### src/rtl/shift_engine_if.sv
// shift_engine_if
// ---------------
// FIFO-side bundle for the ISR/OSR shift engine. It groups the RX write port
// and the TX read port that connect a state machine's shift engine to its
// per-machine FIFOs.
//
// Handshake: a word moves into the RX FIFO in any cycle where rx_push is high.
// The engine never raises rx_push while rx_full is high. A word leaves the TX
// FIFO in any cycle where tx_pop is high. The engine never raises tx_pop while
// tx_empty is high. tx_data is the current head word and is valid whenever
// tx_empty is low. Both strobes may be high in the same cycle.
//
// Signals:
//   rx_full  (FIFO -> engine)  RX FIFO cannot accept a word
//   rx_push  (engine -> FIFO)  RX write strobe
//   rx_data  (engine -> FIFO)  RX write data
//   tx_empty (FIFO -> engine)  TX FIFO holds no word
//   tx_data  (FIFO -> engine)  TX head word
//   tx_pop   (engine -> FIFO)  TX read strobe
interface shift_engine_if #(
    parameter int DATA_W = 32
);
    logic              rx_full;
    logic              rx_push;
    logic [DATA_W-1:0] rx_data;
    logic              tx_empty;
    logic [DATA_W-1:0] tx_data;
    logic              tx_pop;

    // Engine side
    modport master (
        input  rx_full,
        input  tx_empty,
        input  tx_data,
        output rx_push,
        output rx_data,
        output tx_pop
    );

    // FIFO side
    modport slave (
        output rx_full,
        output tx_empty,
        output tx_data,
        input  rx_push,
        input  rx_data,
        input  tx_pop
    );
endinterface

### src/rtl/shift_engine.sv
// shift_engine
// ------------
// Parametrised ISR/OSR shift engine for one PIO state machine. It executes the
// IN, OUT, PUSH and PULL shift semantics in a single divided-clock step. It
// raises a combinational stall whenever a FIFO condition blocks the current
// command. A stalled command changes no state and issues no FIFO strobe. The
// decode logic simply holds the command until stall drops.
//
// Optional feature macro: SHIFT_ENGINE_AUTO_EN
//   defined   : autopush on IN and autopull on OUT are compiled in.
//   undefined : auto_push, auto_pull and the thresholds are ignored by IN/OUT.
//               IN/OUT never stall, push or pop. An empty OSR shifts out zeros.
//               Explicit PUSH/PULL with cmd_cond still use the thresholds.
//
// Ports:
//   clk, reset              clock, asynchronous active-high reset
//   penable                 divided-clock enable; gates every strobe and update
//   dir_in, dir_out         0 = left/MSB-first, 1 = right/LSB-first
//   auto_push, auto_pull    autopush/autopull enables
//   isr_threshold,
//   osr_threshold           thresholds (field 0 means DATA_W)
//   in_cmd, out_cmd,
//   push_cmd, pull_cmd      command strobes; priority pull > push > out > in
//   cmd_count               IN/OUT bit count (field 0 means DATA_W)
//   cmd_block, cmd_cond     PUSH/PULL block flag and IfFull/IfEmpty qualifier
//   in_data                 IN source value
//   pull_fallback           OSR load value for a non-blocking PULL on empty TX
//   fifo                    RX/TX FIFO handshake bundle (shift_engine_if.master)
//   out_data                OUT result, right-justified, zero-extended
//   stall                   current command cannot complete this cycle
//   isr, osr                register contents
//   isr_count, osr_count    shift counters, saturating at DATA_W
module shift_engine #(
    parameter int DATA_W = 32,
    parameter int CNT_W  = $clog2(DATA_W)
) (
    input  logic              clk,
    input  logic              reset,
    input  logic              penable,
    input  logic              dir_in,
    input  logic              dir_out,
    input  logic              auto_push,
    input  logic              auto_pull,
    input  logic [CNT_W-1:0]  isr_threshold,
    input  logic [CNT_W-1:0]  osr_threshold,
    input  logic              in_cmd,
    input  logic              out_cmd,
    input  logic              push_cmd,
    input  logic              pull_cmd,
    input  logic [CNT_W-1:0]  cmd_count,
    input  logic              cmd_block,
    input  logic              cmd_cond,
    input  logic [DATA_W-1:0] in_data,
    input  logic [DATA_W-1:0] pull_fallback,
    shift_engine_if.master    fifo,
    output logic [DATA_W-1:0] out_data,
    output logic              stall,
    output logic [DATA_W-1:0] isr,
    output logic [DATA_W-1:0] osr,
    output logic [CNT_W:0]    isr_count,
    output logic [CNT_W:0]    osr_count
);

    // Counters are one bit wider than the fields so they can hold DATA_W itself.
    localparam int           CW   = CNT_W + 1;
    localparam logic [CW-1:0] FULL = CW'(DATA_W);

    typedef enum logic [2:0] {
        CMD_NONE,
        CMD_IN,
        CMD_OUT,
        CMD_PUSH,
        CMD_PULL
    } cmd_e;

    // ------------------------------------------------------------------
    // Helpers
    // ------------------------------------------------------------------

    // Count/threshold field decode: 0 stands for a full register.
    function automatic logic [CW-1:0] decode_cnt(input logic [CNT_W-1:0] f);
        return (f == '0) ? FULL : {1'b0, f};
    endfunction

    // Counter add that saturates at DATA_W.
    function automatic logic [CW-1:0] sat_add(input logic [CW-1:0] a,
                                              input logic [CW-1:0] b);
        logic [CW:0] s;
        s = {1'b0, a} + {1'b0, b};
        return (s > {1'b0, FULL}) ? FULL : s[CW-1:0];
    endfunction

    // Mask of the n low bits. A shift by DATA_W clears the vector, so n = DATA_W
    // yields all ones without a special case.
    function automatic logic [DATA_W-1:0] low_mask(input logic [CW-1:0] n);
        return ~({DATA_W{1'b1}} << n);
    endfunction

    // ------------------------------------------------------------------
    // State
    // ------------------------------------------------------------------
    logic [DATA_W-1:0] isr_q, isr_nxt;
    logic [DATA_W-1:0] osr_q, osr_nxt;
    logic [CW-1:0]     isr_cnt_q, isr_cnt_nxt;
    logic [CW-1:0]     osr_cnt_q, osr_cnt_nxt;

    // ------------------------------------------------------------------
    // Command decode and operand preparation
    // ------------------------------------------------------------------
    cmd_e              cmd;
    logic [CW-1:0]     n;
    logic [CW-1:0]     isr_thr;
    logic [CW-1:0]     osr_thr;
    logic [DATA_W-1:0] in_bits;
    logic [DATA_W-1:0] in_shift;
    logic [CW-1:0]     in_cnt;
    logic              push_due;
    logic              refill;
    logic [DATA_W-1:0] eff_osr;
    logic [CW-1:0]     eff_cnt;

    always_comb begin
        cmd = CMD_NONE;
        if (pull_cmd)      cmd = CMD_PULL;
        else if (push_cmd) cmd = CMD_PUSH;
        else if (out_cmd)  cmd = CMD_OUT;
        else if (in_cmd)   cmd = CMD_IN;
    end

    assign n       = decode_cnt(cmd_count);
    assign isr_thr = decode_cnt(isr_threshold);
    assign osr_thr = decode_cnt(osr_threshold);

    // IN: the new bits enter at the LSB end (left shift) or at the MSB end
    // (right shift).
    assign in_bits  = in_data & low_mask(n);
    assign in_shift = dir_in ? ((isr_q >> n) | (in_bits << (FULL - n)))
                             : ((isr_q << n) | in_bits);
    assign in_cnt   = sat_add(isr_cnt_q, n);

`ifdef SHIFT_ENGINE_AUTO_EN
    // Autopush looks at the post-shift count. Autopull looks at the count
    // before the shift, and a refill is consumed by the same OUT.
    assign push_due = auto_push && (in_cnt >= isr_thr);
    assign refill   = auto_pull && (osr_cnt_q >= osr_thr);
`else
    logic unused_auto;
    assign unused_auto = ^{auto_push, auto_pull};
    assign push_due    = 1'b0;
    assign refill      = 1'b0;
`endif

    assign eff_osr = refill ? fifo.tx_data : osr_q;
    assign eff_cnt = refill ? '0 : osr_cnt_q;

    // ------------------------------------------------------------------
    // Command execution
    // ------------------------------------------------------------------
    logic              stall_c;
    logic              rx_push_c;
    logic              tx_pop_c;
    logic [DATA_W-1:0] rx_data_c;
    logic [DATA_W-1:0] out_data_c;

    always_comb begin
        isr_nxt     = isr_q;
        isr_cnt_nxt = isr_cnt_q;
        osr_nxt     = osr_q;
        osr_cnt_nxt = osr_cnt_q;
        stall_c     = 1'b0;
        rx_push_c   = 1'b0;
        tx_pop_c    = 1'b0;
        rx_data_c   = isr_q;
        out_data_c  = '0;

        unique case (cmd)
            CMD_PULL: begin
                if (cmd_cond && (osr_cnt_q < osr_thr)) begin
                    // IfEmpty with OSR not yet drained: completes as a no-op.
                end else if (fifo.tx_empty) begin
                    if (cmd_block) begin
                        stall_c = 1'b1;
                    end else begin
                        osr_nxt     = pull_fallback;
                        osr_cnt_nxt = '0;
                    end
                end else begin
                    tx_pop_c    = 1'b1;
                    osr_nxt     = fifo.tx_data;
                    osr_cnt_nxt = '0;
                end
            end

            CMD_PUSH: begin
                if (cmd_cond && (isr_cnt_q < isr_thr)) begin
                    // IfFull with ISR not yet filled: completes as a no-op.
                end else if (fifo.rx_full && cmd_block) begin
                    stall_c = 1'b1;
                end else begin
                    // A non-blocking push onto a full FIFO drops the word
                    // but still clears the ISR.
                    rx_push_c   = !fifo.rx_full;
                    isr_nxt     = '0;
                    isr_cnt_nxt = '0;
                end
            end

            CMD_OUT: begin
                if (refill && fifo.tx_empty) begin
                    stall_c = 1'b1;
                end else begin
                    tx_pop_c    = refill;
                    out_data_c  = dir_out ? (eff_osr & low_mask(n))
                                          : (eff_osr >> (FULL - n));
                    osr_nxt     = dir_out ? (eff_osr >> n) : (eff_osr << n);
                    osr_cnt_nxt = sat_add(eff_cnt, n);
                end
            end

            CMD_IN: begin
                rx_data_c = in_shift;
                if (push_due) begin
                    if (fifo.rx_full) begin
                        stall_c = 1'b1;
                    end else begin
                        rx_push_c   = 1'b1;
                        isr_nxt     = '0;
                        isr_cnt_nxt = '0;
                    end
                end else begin
                    isr_nxt     = in_shift;
                    isr_cnt_nxt = in_cnt;
                end
            end

            default: begin
            end
        endcase
    end

    // ------------------------------------------------------------------
    // Output gating
    // ------------------------------------------------------------------
    // Strobes and stall exist only on enabled cycles. They are also forced low
    // while reset is held, so nothing is issued once reset asserts.
    logic active;
    logic commit;

    assign active       = penable && !reset;
    assign commit       = penable && !stall_c;

    assign stall        = active && stall_c;
    assign fifo.rx_push = active && rx_push_c;
    assign fifo.tx_pop  = active && tx_pop_c;
    assign fifo.rx_data = rx_data_c;
    assign out_data     = out_data_c;

    // ------------------------------------------------------------------
    // Registers
    // ------------------------------------------------------------------
    always_ff @(posedge clk or posedge reset) begin
        if (reset) begin
            isr_q     <= '0;
            isr_cnt_q <= '0;
            osr_q     <= '0;
            osr_cnt_q <= FULL;  // OSR starts empty
        end else if (commit) begin
            isr_q     <= isr_nxt;
            isr_cnt_q <= isr_cnt_nxt;
            osr_q     <= osr_nxt;
            osr_cnt_q <= osr_cnt_nxt;
        end
    end

    assign isr       = isr_q;
    assign osr       = osr_q;
    assign isr_count = isr_cnt_q;
    assign osr_count = osr_cnt_q;

endmodule

### src/flat_wrapper.sv
// flat-port wrapper written by rule: the top's interface ports become plain ports
module shift_engine_flat 
#(
    parameter int DATA_W = 32,
    parameter int CNT_W  = $clog2(DATA_W)
)
  (clk, reset, penable, dir_in, dir_out, auto_push, auto_pull, isr_threshold, osr_threshold, in_cmd, out_cmd, push_cmd, pull_cmd, cmd_count, cmd_block, cmd_cond, in_data, pull_fallback, out_data, stall, isr, osr, isr_count, osr_count, fifo_rx_full, fifo_tx_empty, fifo_tx_data, fifo_rx_push, fifo_rx_data, fifo_tx_pop);
  shift_engine_if #(.DATA_W(DATA_W)) fifo_i ();
  input  logic clk;
  input  logic reset;
  input  logic penable;
  input  logic dir_in;
  input  logic dir_out;
  input  logic auto_push;
  input  logic auto_pull;
  input  logic [CNT_W-1:0] isr_threshold;
  input  logic [CNT_W-1:0] osr_threshold;
  input  logic in_cmd;
  input  logic out_cmd;
  input  logic push_cmd;
  input  logic pull_cmd;
  input  logic [CNT_W-1:0] cmd_count;
  input  logic cmd_block;
  input  logic cmd_cond;
  input  logic [DATA_W-1:0] in_data;
  input  logic [DATA_W-1:0] pull_fallback;
  output logic [DATA_W-1:0] out_data;
  output logic stall;
  output logic [DATA_W-1:0] isr;
  output logic [DATA_W-1:0] osr;
  output logic [CNT_W:0] isr_count;
  output logic [CNT_W:0] osr_count;
  input wire logic [$bits(fifo_i.rx_full)-1:0] fifo_rx_full;
  input wire logic [$bits(fifo_i.tx_empty)-1:0] fifo_tx_empty;
  input wire logic [$bits(fifo_i.tx_data)-1:0] fifo_tx_data;
  output wire logic [$bits(fifo_i.rx_push)-1:0] fifo_rx_push;
  output wire logic [$bits(fifo_i.rx_data)-1:0] fifo_rx_data;
  output wire logic [$bits(fifo_i.tx_pop)-1:0] fifo_tx_pop;
  assign fifo_i.rx_full = fifo_rx_full;
  assign fifo_i.tx_empty = fifo_tx_empty;
  assign fifo_i.tx_data = fifo_tx_data;
  assign fifo_rx_push = fifo_i.rx_push;
  assign fifo_rx_data = fifo_i.rx_data;
  assign fifo_tx_pop = fifo_i.tx_pop;
  shift_engine #(.DATA_W(DATA_W), .CNT_W(CNT_W)) u_core (.clk(clk), .reset(reset), .penable(penable), .dir_in(dir_in), .dir_out(dir_out), .auto_push(auto_push), .auto_pull(auto_pull), .isr_threshold(isr_threshold), .osr_threshold(osr_threshold), .in_cmd(in_cmd), .out_cmd(out_cmd), .push_cmd(push_cmd), .pull_cmd(pull_cmd), .cmd_count(cmd_count), .cmd_block(cmd_block), .cmd_cond(cmd_cond), .in_data(in_data), .pull_fallback(pull_fallback), .fifo(fifo_i), .out_data(out_data), .stall(stall), .isr(isr), .osr(osr), .isr_count(isr_count), .osr_count(osr_count));
endmodule
### config.mk
export PLATFORM = sky130hd
export DESIGN_NAME = shift_engine_flat
export DESIGN_NICKNAME = d
export VERILOG_FILES = /design/src/rtl/shift_engine_if.sv /design/src/rtl/shift_engine.sv /design/src/flat_wrapper.sv
export SDC_FILE = /design/constraint.sdc
export NUM_CORES = 1
export LEC_CHECK = 0
export BUFFER_PORTS_ARGS = -buffer_cell sky130_fd_sc_hd__buf_2
export CAP_MARGIN = 20
export CELL_PAD_IN_SITES_DETAIL_PLACEMENT = 1
export CELL_PAD_IN_SITES_GLOBAL_PLACEMENT = 2
export CORE_MARGIN = 4
export CORE_UTILIZATION = 35
export CTS_BUF_LIST = sky130_fd_sc_hd__clkbuf_4
export CTS_CLUSTER_DIAMETER = 30
export DETAILED_ROUTE_END_ITERATION = 12
export PLACE_DENSITY_LB_ADDON = 0.1
export SLEW_MARGIN = 40
export SYNTH_ARGS = -nofsm -noshare
export SYNTH_HDL_FRONTEND = slang
export SYNTH_SLANG_ARGS = --single-unit
### constraint.sdc
create_clock -name clk -period 4.65 [get_ports clk]
set_clock_uncertainty 0.15 [all_clocks]
set_input_delay 0.2325 -clock clk [delete_from_list [all_inputs] [get_ports clk]]
set_output_delay 0.2325 -clock clk [all_outputs]
set_load 0.1 [all_outputs]
After elaboration in Yosys (flattened, before gate mapping)
Index checks and enable logic that the tools add are counted.

Register bits after elaboration: 76. Input port bits: 126. Output and inout bits: 143. Word-level logic and storage cells: 89.

$add $sub $neg: 3. $lt $le $gt $ge: 4. Equality and inequality tests: 8. Shift-type cells: 7. Muxes and demuxes: 40. Bitwise operators: 5. Reductions and logical operators: 18.

Operators by type and width (number): two-way mux 32 bit (10); one-hot mux 32 bit (2 select lines) (2); << shifter 32 x 6 -> 32 bit (3); right shift 32 x 6 -> 32 bit (3); AND 32 bit (2); OR 32 bit (2); two-way mux 6 bit (10); inverter 32 bit (1); << shifter 32 x 6 -> 32 bit (first input constant) (1); one-hot mux 6 bit (2 select lines) (2); logical NOT 5 bit (3); adder 6 x 6 -> 7 bit (2); greater-than comparator 7 x 6 -> 1 bit (second input constant) (2); < comparator 6 bit (2); two-way mux 1 bit (12); two-way mux 3 bit (3); logical AND 1 bit (8); AND reduction 4 bit (2); == test 3 x 2 -> 1 bit (second input constant) (2); inequality test 2 bit (second input constant) (3); subtractor 6 bit (first input constant) (1); nonzero test 2 bit (2); == test 3 x 1 -> 1 bit (second input constant) (1); == test 3 bit (second input constant) (1); other kinds (3) (5).

Longest topological paths before layout
Gate-level depths: netlist of run 1.

Depth in word-level cells: 9. Depth in mapped cells: 19. Mapped depth without buffers: 11.

Worst setup path after synthesis of run 1
OpenSTA, ideal clock, no wires.

Path type: input-to-output. From: input cmd_count[1]. To: output out_data[11]. Arrival time: 5.638 ns. Data required time: 4.268 ns. Slack: -1.370 ns. Stages: 17. Buffers on the path: 7. Cell sequence: buf_4 -> clkinv_1 -> buf_2 -> buf_2 -> buf_2 -> ha_1 -> inv_1 -> ha_1 -> buf_2 -> inv_2 -> buf_1 -> buf_1 -> mux2i_1 -> o22a_1 -> nor2_1 -> nor3_1 -> a211oi_1.

Longest elaborated chain between the ends: 7. Elaborated cells on any way between the ends: 9. Those cells by class: add/sub (1); shift (2); mux (3); bitwise (2); reduce/logical (1).

RTL lines: from (decl) (RTL line flat_wrapper.sv:22) `input logic [CNT_W-1:0] cmd_count;`; logical NOT 5 bit (RTL line shift_engine.sv:82) `return (f == '0) ? FULL : {1'b0, f};`; two-way mux 6 bit (*) (RTL line shift_engine.sv:82); parallel branches: the longest is 3 deep, another holds subtractor 6 bit; two-way mux 32 bit (*) (RTL line shift_engine.sv:213) `out_data_c = dir_out ? (eff_osr & low_mask(n))`; two-way mux 32 bit (*) (RTL line shift_engine.sv:176) `unique case (cmd)`; to (decl) (RTL line flat_wrapper.sv:27) `output logic [DATA_W-1:0] out_data;`.

Every way passes the cells marked *.

Worst setup path in the final report of run 1
From: input cmd_count[3]. To: output fifo_rx_data[10].

Longest elaborated chain between the ends: 9. Elaborated cells on any way between the ends: 13. Those cells by class: add/sub (1); shift (4); mux (3); bitwise (4); reduce/logical (1).

RTL lines: logical NOT 5 bit (RTL line shift_engine.sv:82); two-way mux 6 bit (*) (RTL line shift_engine.sv:82); << shifter 32 x 6 -> 32 bit (RTL line shift_engine.sv:96) `return ~({DATA_W{1'b1}} << n);`; inverter 32 bit (RTL line shift_engine.sv:96); AND 32 bit (RTL line shift_engine.sv:136) `assign in_bits = in_data & low_mask(n);`; << shifter 32 x 6 -> 32 bit (RTL line shift_engine.sv:137) `assign in_shift = dir_in ? ((isr_q >> n) | (in_bits << (FULL - n)))`; OR 32 bit (RTL line shift_engine.sv:137); two-way mux 32 bit (*) (RTL line shift_engine.sv:137); two-way mux 32 bit (*) (RTL line shift_engine.sv:176); to (decl) (RTL line flat_wrapper.sv:37) `output wire logic [$bits(fifo_i.rx_data)-1:0] fifo_rx_data;`.

Every way passes the cells marked *; elsewhere a longest branch is shown, timed or not.

==> flow_summary.yaml, run 1 <==
grt:
  grt_usage_pct: 37.1
  grt_pass1_vias: 19800
  grt_overflow_total: 0
  grt_pass1_wl_mm: 141
  grt_max_degree: 102
  antenna_found_initial: 2
floorplanning:
  start_util_pct: 35.5
  ioPinCount: 269
  die_h_um: 226
  die_w_um: 226
  core.rowCount: 79
  core_mm2: 0.0467
  dieArea_mm2: 0.0509
sta:
  slew_headroom_pct: 38.7
  fin_crit_ns: 4.33
  finalMaxSlewViolations: 0
  max_freq_mhz: 231
  setup_viol: 0
  setup-tns-final_ns: 0
  finalHoldViolCount: 0
  tightest_slew_ns: 0.919
  rsz0062_at_grt: "no"
  fin_crit_sh_pct: 93.1
run_status:
  status: "complete, no violations"
clock_tree:
  cts.htree.levels: 3
  ctsHoldBuffers: 45
  numCtsBuffers: 9
  ctsResizeCount: 0
  cts.sinks: 76
  post_cts.repair.setup_buffers: 0
  cts_buffer_depth: 2
  clk_latency_ns: 0.55
  clkSlewWorstSetupHoldPaths_ns: 0.14
  cts_root_buf: "clkbuf_4"
  cts_tree: "built"
synth:
  synth_cell_types: 92
  yosysSeqAreaShare_pct: 11.5
  synth_edf_count: 0
  yosys_warnings: 0
  synth-seq-cells: 76
  syn-cell-area_mm2: 0.0166
  avgSynthCellArea_um2: 7.83
  netlist_instances: 2118
  syn_nets: 2264
  synthFlopType: "dfrtp_1"
  synthArstFlopShare_pct: 100
pwr:
  pwr-share-comb_pct: 68.3
  p_total_w: 0.00533
  p_leak_nw: 8.32
  vdd.ir_drop.worst_v: 0.000288
  p_clk_share_pct: 10.0
  power.internal_w: 0.00215
  switching_power_w: 0.00318
  p_sw_share_pct: 59.7
  p_seq_share_pct: 21.7
  p_per_area_mw_per_mm2: 264
finish:
  nets: 2440
  utilization_pct: 43.3
  drive_gt1_share_pct: 29.2
  syn2layout_area_growth_pct: 21.9
  final_area_mm2: 0.0202
  n_fill_cell: 5629
placed_design:
  io_buffers: 266
  place_congestion: 0.999
  dpl.hpwl_mm: 74.7
  place_area_mm2: 0.0196
drt:
  wl_per_cell_um: 33.9
  ant_nets: 0
  viasPerCell: 7.02
  drtIter0Drc: 2700
  dr.pass1.iters: 8
  drc_errors: 0
  totalWireLength_mm: 98.6
  via_count: 20400
critical_path:
  critPathSlowestCell: "or2_0"
  max_stage_delay_ns: 0.78
  crit_path_end_kind: "output port"
  worst_setup_path_start_kind: "primary input"
  arrival_ns: 3.95
  crit_path_cell_trace: "buf_4 > or2_0 > o311ai_1 > and3_1 > o32ai_1 > o21ai_0 > a211oi_1 > buf_4 > a21o_1 > buf_12"
  required_ns: 4.27
  cp_max_fo: 42
  crit_type: "in -> out"
  path_common_cell: "buf_4"
worst_hold_path:
  worstHoldPathType: "in -> reg"
run:
  drv_cap: 0
-- metrics by stage --
stage	hold WS, ns	instances	worst slack, ns
2_1_floorplan	0.273	2118	-0.408
3_3_place_gp	0.114	2843	0.423
3_5_place_dp	0.115	2845	0.531
4_1_cts	0.000677	2906	0.496
5_1_grt	0.0383	2907	0.405
6_report	0.0402	2907	0.321
-- final cells by class --
class / instances / area (um2) / area share [%]
multi-input cells: 1760 / 13700 / 67.7
repair buffers: 414 / 3550 / 17.6
flip-flops and latches: 76 / 1900 / 9.42
well taps: 607 / 759 / 3.76
inverters: 33 / 126 / 0.625
clock inverters: 6 / 96.3 / 0.477
clock buffers: 10 / 75.1 / 0.372
diodes: 1 / 2.50 / 0.0124
-- state kept, by name, summed over array words and instances (netlist names) --
name,cells
u_core.osr,32
u_core.osr_count,6
u_core.isr_count,6
u_core.isr,32
-- critical path: cells and delay by family --
kind | cells | cell delay [ns]
AO/OA/AOI/OAI | 5 | 1.75
buffers and inverters | 3 | 0.82
AND/OR/NAND/NOR | 2 | 1.07
-- per-layer routing --
layer,vias up,global-route usage [%],wire length [um]
met1,10300,53.4,42200
met3,198,8.37,10600
li1,8564,-,-
met4,0,12.0,3430
met2,1300,55.4,42400
met5,-,0,0
-- synth_stat cells (all sizes together) (7+ instances only) --
| library cell | number | share of area [%] |
|---|---|---|
| nand2 | 271 | 6.1 |
| a21oi | 154 | 4.7 |
| nor2 | 152 | 3.4 |
| mux2i | 143 | 8.6 |
| clkbuf | 132 | 3.0 |
| o21ai | 129 | 3.9 |
| buf | 117 | 4.0 |
| mux4 | 113 | 15 |
| mux2 | 91 | 6.2 |
| dfrtp | 75 | 11 |
| a211oi | 61 | 2.8 |
| nand3 | 47 | 1.4 |
| nor3 | 39 | 1.2 |
| a31oi | 37 | 1.4 |
| a21o | 32 | 1.4 |
| inv | 30 | 0.68 |
| o31ai | 29 | 1.3 |
| a32oi | 25 | 1.3 |
| o211ai | 25 | 1.1 |
| nor2b | 24 | 0.91 |
| a22o | 23 | 1.2 |
| and2 | 22 | 0.85 |
| o22ai | 22 | 0.83 |
| a22oi | 20 | 0.91 |
| ha | 20 | 1.5 |
| nand2b | 18 | 0.68 |
| a211o | 16 | 0.85 |
| o221ai | 15 | 0.79 |
| a221oi | 14 | 0.74 |
| nor4 | 13 | 0.53 |
| and3 | 12 | 0.45 |
| o21a | 12 | 0.54 |
| a221o | 11 | 0.66 |
| or2 | 11 | 0.42 |
| o2111ai | 10 | 0.53 |
| o311ai | 10 | 0.57 |
| or3 | 10 | 0.38 |
| xnor2 | 9 | 0.48 |
| a311oi | 8 | 0.42 |
| o21bai | 8 | 0.36 |
| nand4 | 7 | 0.26 |
| o32ai | 7 | 0.37 |
-- cell families (layout without fill, tap and decap cells) --
logic type | after synthesis | after routing | synth area share [%]
AO/OA/AOI/OAI | 732 | 732 | 30.6
AND/OR/NAND/NOR | 648 | 648 | 17.8
multiplexers | 347 | 347 | 30.2
buffers and inverters | 282 | 463 | 7.69
flip-flops | 76 | 76 | 11.5
adder cells (fa/ha/maj) | 20 | 20 | 1.51
XOR/XNOR | 13 | 13 | 0.770
other | 0 | 1 | 0
-- power by group through the flow --
stage / combinational [W] / clock [W] / sequential, W
2_1_floorplan: 0.00198 / 0 / 0.00148
3_3_place_gp: 0.00347 / 0 / 0.00113
3_5_place_dp: 0.00351 / 0 / 0.00114
4_1_cts: 0.00356 / 0.000554 / 0.00112
5_1_grt: 0.00378 / 0.000579 / 0.00115
6_report: 0.00364 / 0.000533 / 0.00116
-- path summary, 6_finish.rpt --
check	start	endpoint	slack, ns	cells after the start
max	cmd_count[3]	fifo_rx_data[10]	0.32	10
min	pull_fallback[0]	u_core.osr[0]	0.04	5
max reg2reg	u_core.isr_count[2]	u_core.isr[23]	1.40	8
min reg2reg	u_core.osr_count[5]	u_core.osr_count[5]	0.35	2
max in group asynchronous	reset	u_core.osr[29]	3.16	4
min in group asynchronous	reset	u_core.isr_count[0]	0.07	3
-- cell usage in the layout, fill, tap and decap left out, types with 45 or more instances in the layout --
cell	instances
buf_2	202
a211oi_1	57
nand2_1	270
mux2_2	89
o21ai_0	117
dfrtp_1	75
nand3_1	47
a21oi_1	144
mux2i_1	143
buf_4	97
nor2_1	135
dlygate4sd3_1	45
mux4_2	113
buf_12	65
Power figures use the tool's default switching activity.
==> run 2, diff against run 1 <==
--- a/config.mk
+++ b/config.mk
@@ -15,7 +15,8 @@
 export CTS_CLUSTER_DIAMETER = 30
 export DETAILED_ROUTE_END_ITERATION = 12
 export PLACE_DENSITY_LB_ADDON = 0.1
-export SLEW_MARGIN = 40
+export REMOVE_ABC_BUFFERS = 1
+export SLEW_MARGIN = 25
 export SYNTH_ARGS = -nofsm -noshare
 export SYNTH_HDL_FRONTEND = slang
 export SYNTH_SLANG_ARGS = --single-unit
==> run 2 against run 1 <==
  * Sequential power hardly changed
  * Highest routed layer is now met5
  * Largest cell class unchanged
  * Power is 1.2% higher
  * Count of clock-buffer cells in the layout shrank 1
==> flow_summary.yaml, run 2 (synthesized netlist as in run 1, its figures left out) <==
run:
  drv_cap: 0
finish:
  nets: 2464
  syn2layout_area_growth_pct: 22.2
  seq_area_mm2: 0.00190
  multi_input_area_mm2: 0.0134
  final_common_cell: "nand2_1"
  n_fill_cell: 5604
  drive_gt1_share_pct: 27.5
  final_cell_mix: "nand2_1 (270), buf_2 (201), a21oi_1 (153), nor2_1 (151), mux2i_1 (143)"
drt:
  totalWireLength_mm: 98.1
  wl_per_cell_um: 33.4
  via_count: 20300
  dr.pass1.iters: 8
  drc_errors: 0
  viasPerCell: 6.91
  ant_nets: 0
  drtIter0Drc: 2215
sta:
  setup_viol: 0
  tightest_slew_ns: 1.07
  finalMaxSlewViolations: 0
  slew_headroom_pct: 28.1
  rsz0062_at_grt: "no"
  fin_crit_ns: 4.23
  finalHoldViolCount: 0
  fin_hold_ws_ns: 0.101
  max_freq_mhz: 236
  setup-tns-final_ns: 0
  fin_crit_sh_pct: 90.9
placed_design:
  place_congestion: 1.01
  dpl.hpwl_mm: 75.0
  io_buffers: 266
worst_hold_path:
  worstHoldPathType: "in -> reg"
clock_tree:
  cts.htree.levels: 3
  cts.sinks: 76
  cts_root_buf: "clkbuf_4"
  numCtsBuffers: 9
  clkSlewWorstSetupHoldPaths_ns: 0.15
  cts_buffer_depth: 2
  clk_latency_ns: 0.59
  cts_tree: "built"
floorplanning:
  die_h_um: 226
  die_w_um: 226
  start_util_pct: 35.5
  ioPinCount: 269
  dieArea_mm2: 0.0509
  core_mm2: 0.0467
  core.rowCount: 79
critical_path:
  crit_path_end_kind: "output port"
  cp_max_fo: 23
  required_ns: 4.27
  arrival_ns: 3.85
  crit_type: "in -> out"
  worst_setup_path_start_kind: "primary input"
grt:
  grt_usage_pct: 37.3
  grt_pass1_wl_mm: 142
  antenna_found_initial: 4
  grt_pass1_vias: 20200
  grt_overflow_total: 0
  grt_max_degree: 105
pwr:
  vdd.ir_drop.worst_v: 0.000244
  p_leak_nw: 8.43
  p_per_area_mw_per_mm2: 266
  p_total_w: 0.00540
run_status:
  status: "complete, no violations"
run 2: changes by cell type in the layout (fill, tap and decap cells not counted), moves of 3 or more:
cell | previous run | this run
dlygate4sd3_1 | 45 | 61
nor2_1 | 135 | 151
nor2_2 | 13 | 1
a21oi_1 | 144 | 153
a21oi_4 | 8 | 0
buf_4 | 97 | 105
o21ai_2 | 7 | 1
buf_12 | 65 | 69
nor2_4 | 4 | 0
a211oi_1 | 57 | 60
o21ai_0 | 117 | 120
o21ai_1 | 4 | 7
run 2: metal layers:
metal	vias up	share of wire, %	track usage (%)
met1	10200	40	47.7
li1	8605	-	-
met5	-	0.014	0
met3	275	7.4	5.64
met2	1149	47	61.5
met4	2	5.9	18.9
run 2: per-stage QoR:
step                util, %  cells  setup WS (ns)  area [um2]
floorplan                 -   1869          -3.49       15400
global placement       41.7   2853          0.575       19400
detailed placement     41.7   2853          0.495       19400
CTS                    43.4   2930          0.413       20300
global route           43.4   2933          0.242       20300
finish                 43.4   2933          0.421       20300
run 2: report_power, final:
part	internal, W	total, W	switching [W]
combinational	0.00121	0.00364	0.00243
sequential	0.000739	0.00113	0.000392
clock	0.000324	0.000627	0.000304
run 2: cell type report:
cell class              instances  area share, %
clock inverters                 7          0.685
repair buffers                438           18.8
diodes                          3         0.0371
well taps                     607           3.75
clock buffers                   9          0.333
flip-flops and latches         76           9.39
multi-input cells            1760           66.4
inverters                      33          0.624
run 2: worst paths after layout:
kind | from | to | slack (ns) | cells after the start
max in group asynchronous | reset | u_core.osr[6] | 3.57 | 4
min | fifo_tx_data[28] | u_core.osr[28] | 0.10 | 4
max | cmd_count[1] | fifo_rx_data[29] | 0.42 | 14
min in group asynchronous | reset | u_core.isr[6] | 0.25 | 4
max reg2reg | u_core.osr[31] | u_core.osr[3] | 1.04 | 8
min reg2reg | u_core.osr_count[5] | u_core.osr_count[5] | 0.35 | 2
run 2: worst max-delay path: stages:
cell	delay [ns]
buf_4	0.20
inv_2	0.12
ha_2	0.31
inv_1	0.07
ha_2	0.64
inv_2	0.21
buf_4	0.24
a221oi_1	0.57
o311ai_0	0.26
a211oi_1	0.32
nor4_1	0.11
buf_4	0.15
a21o_1	0.19
buf_12	0.17
run 2: what timing repair did:
item                                   in CTS  in global routing
endpoints found under the hold margin     105                  0
hold buffers                               61                  0
buffers inserted                            0                  0
gates resized for setup                     0                  0
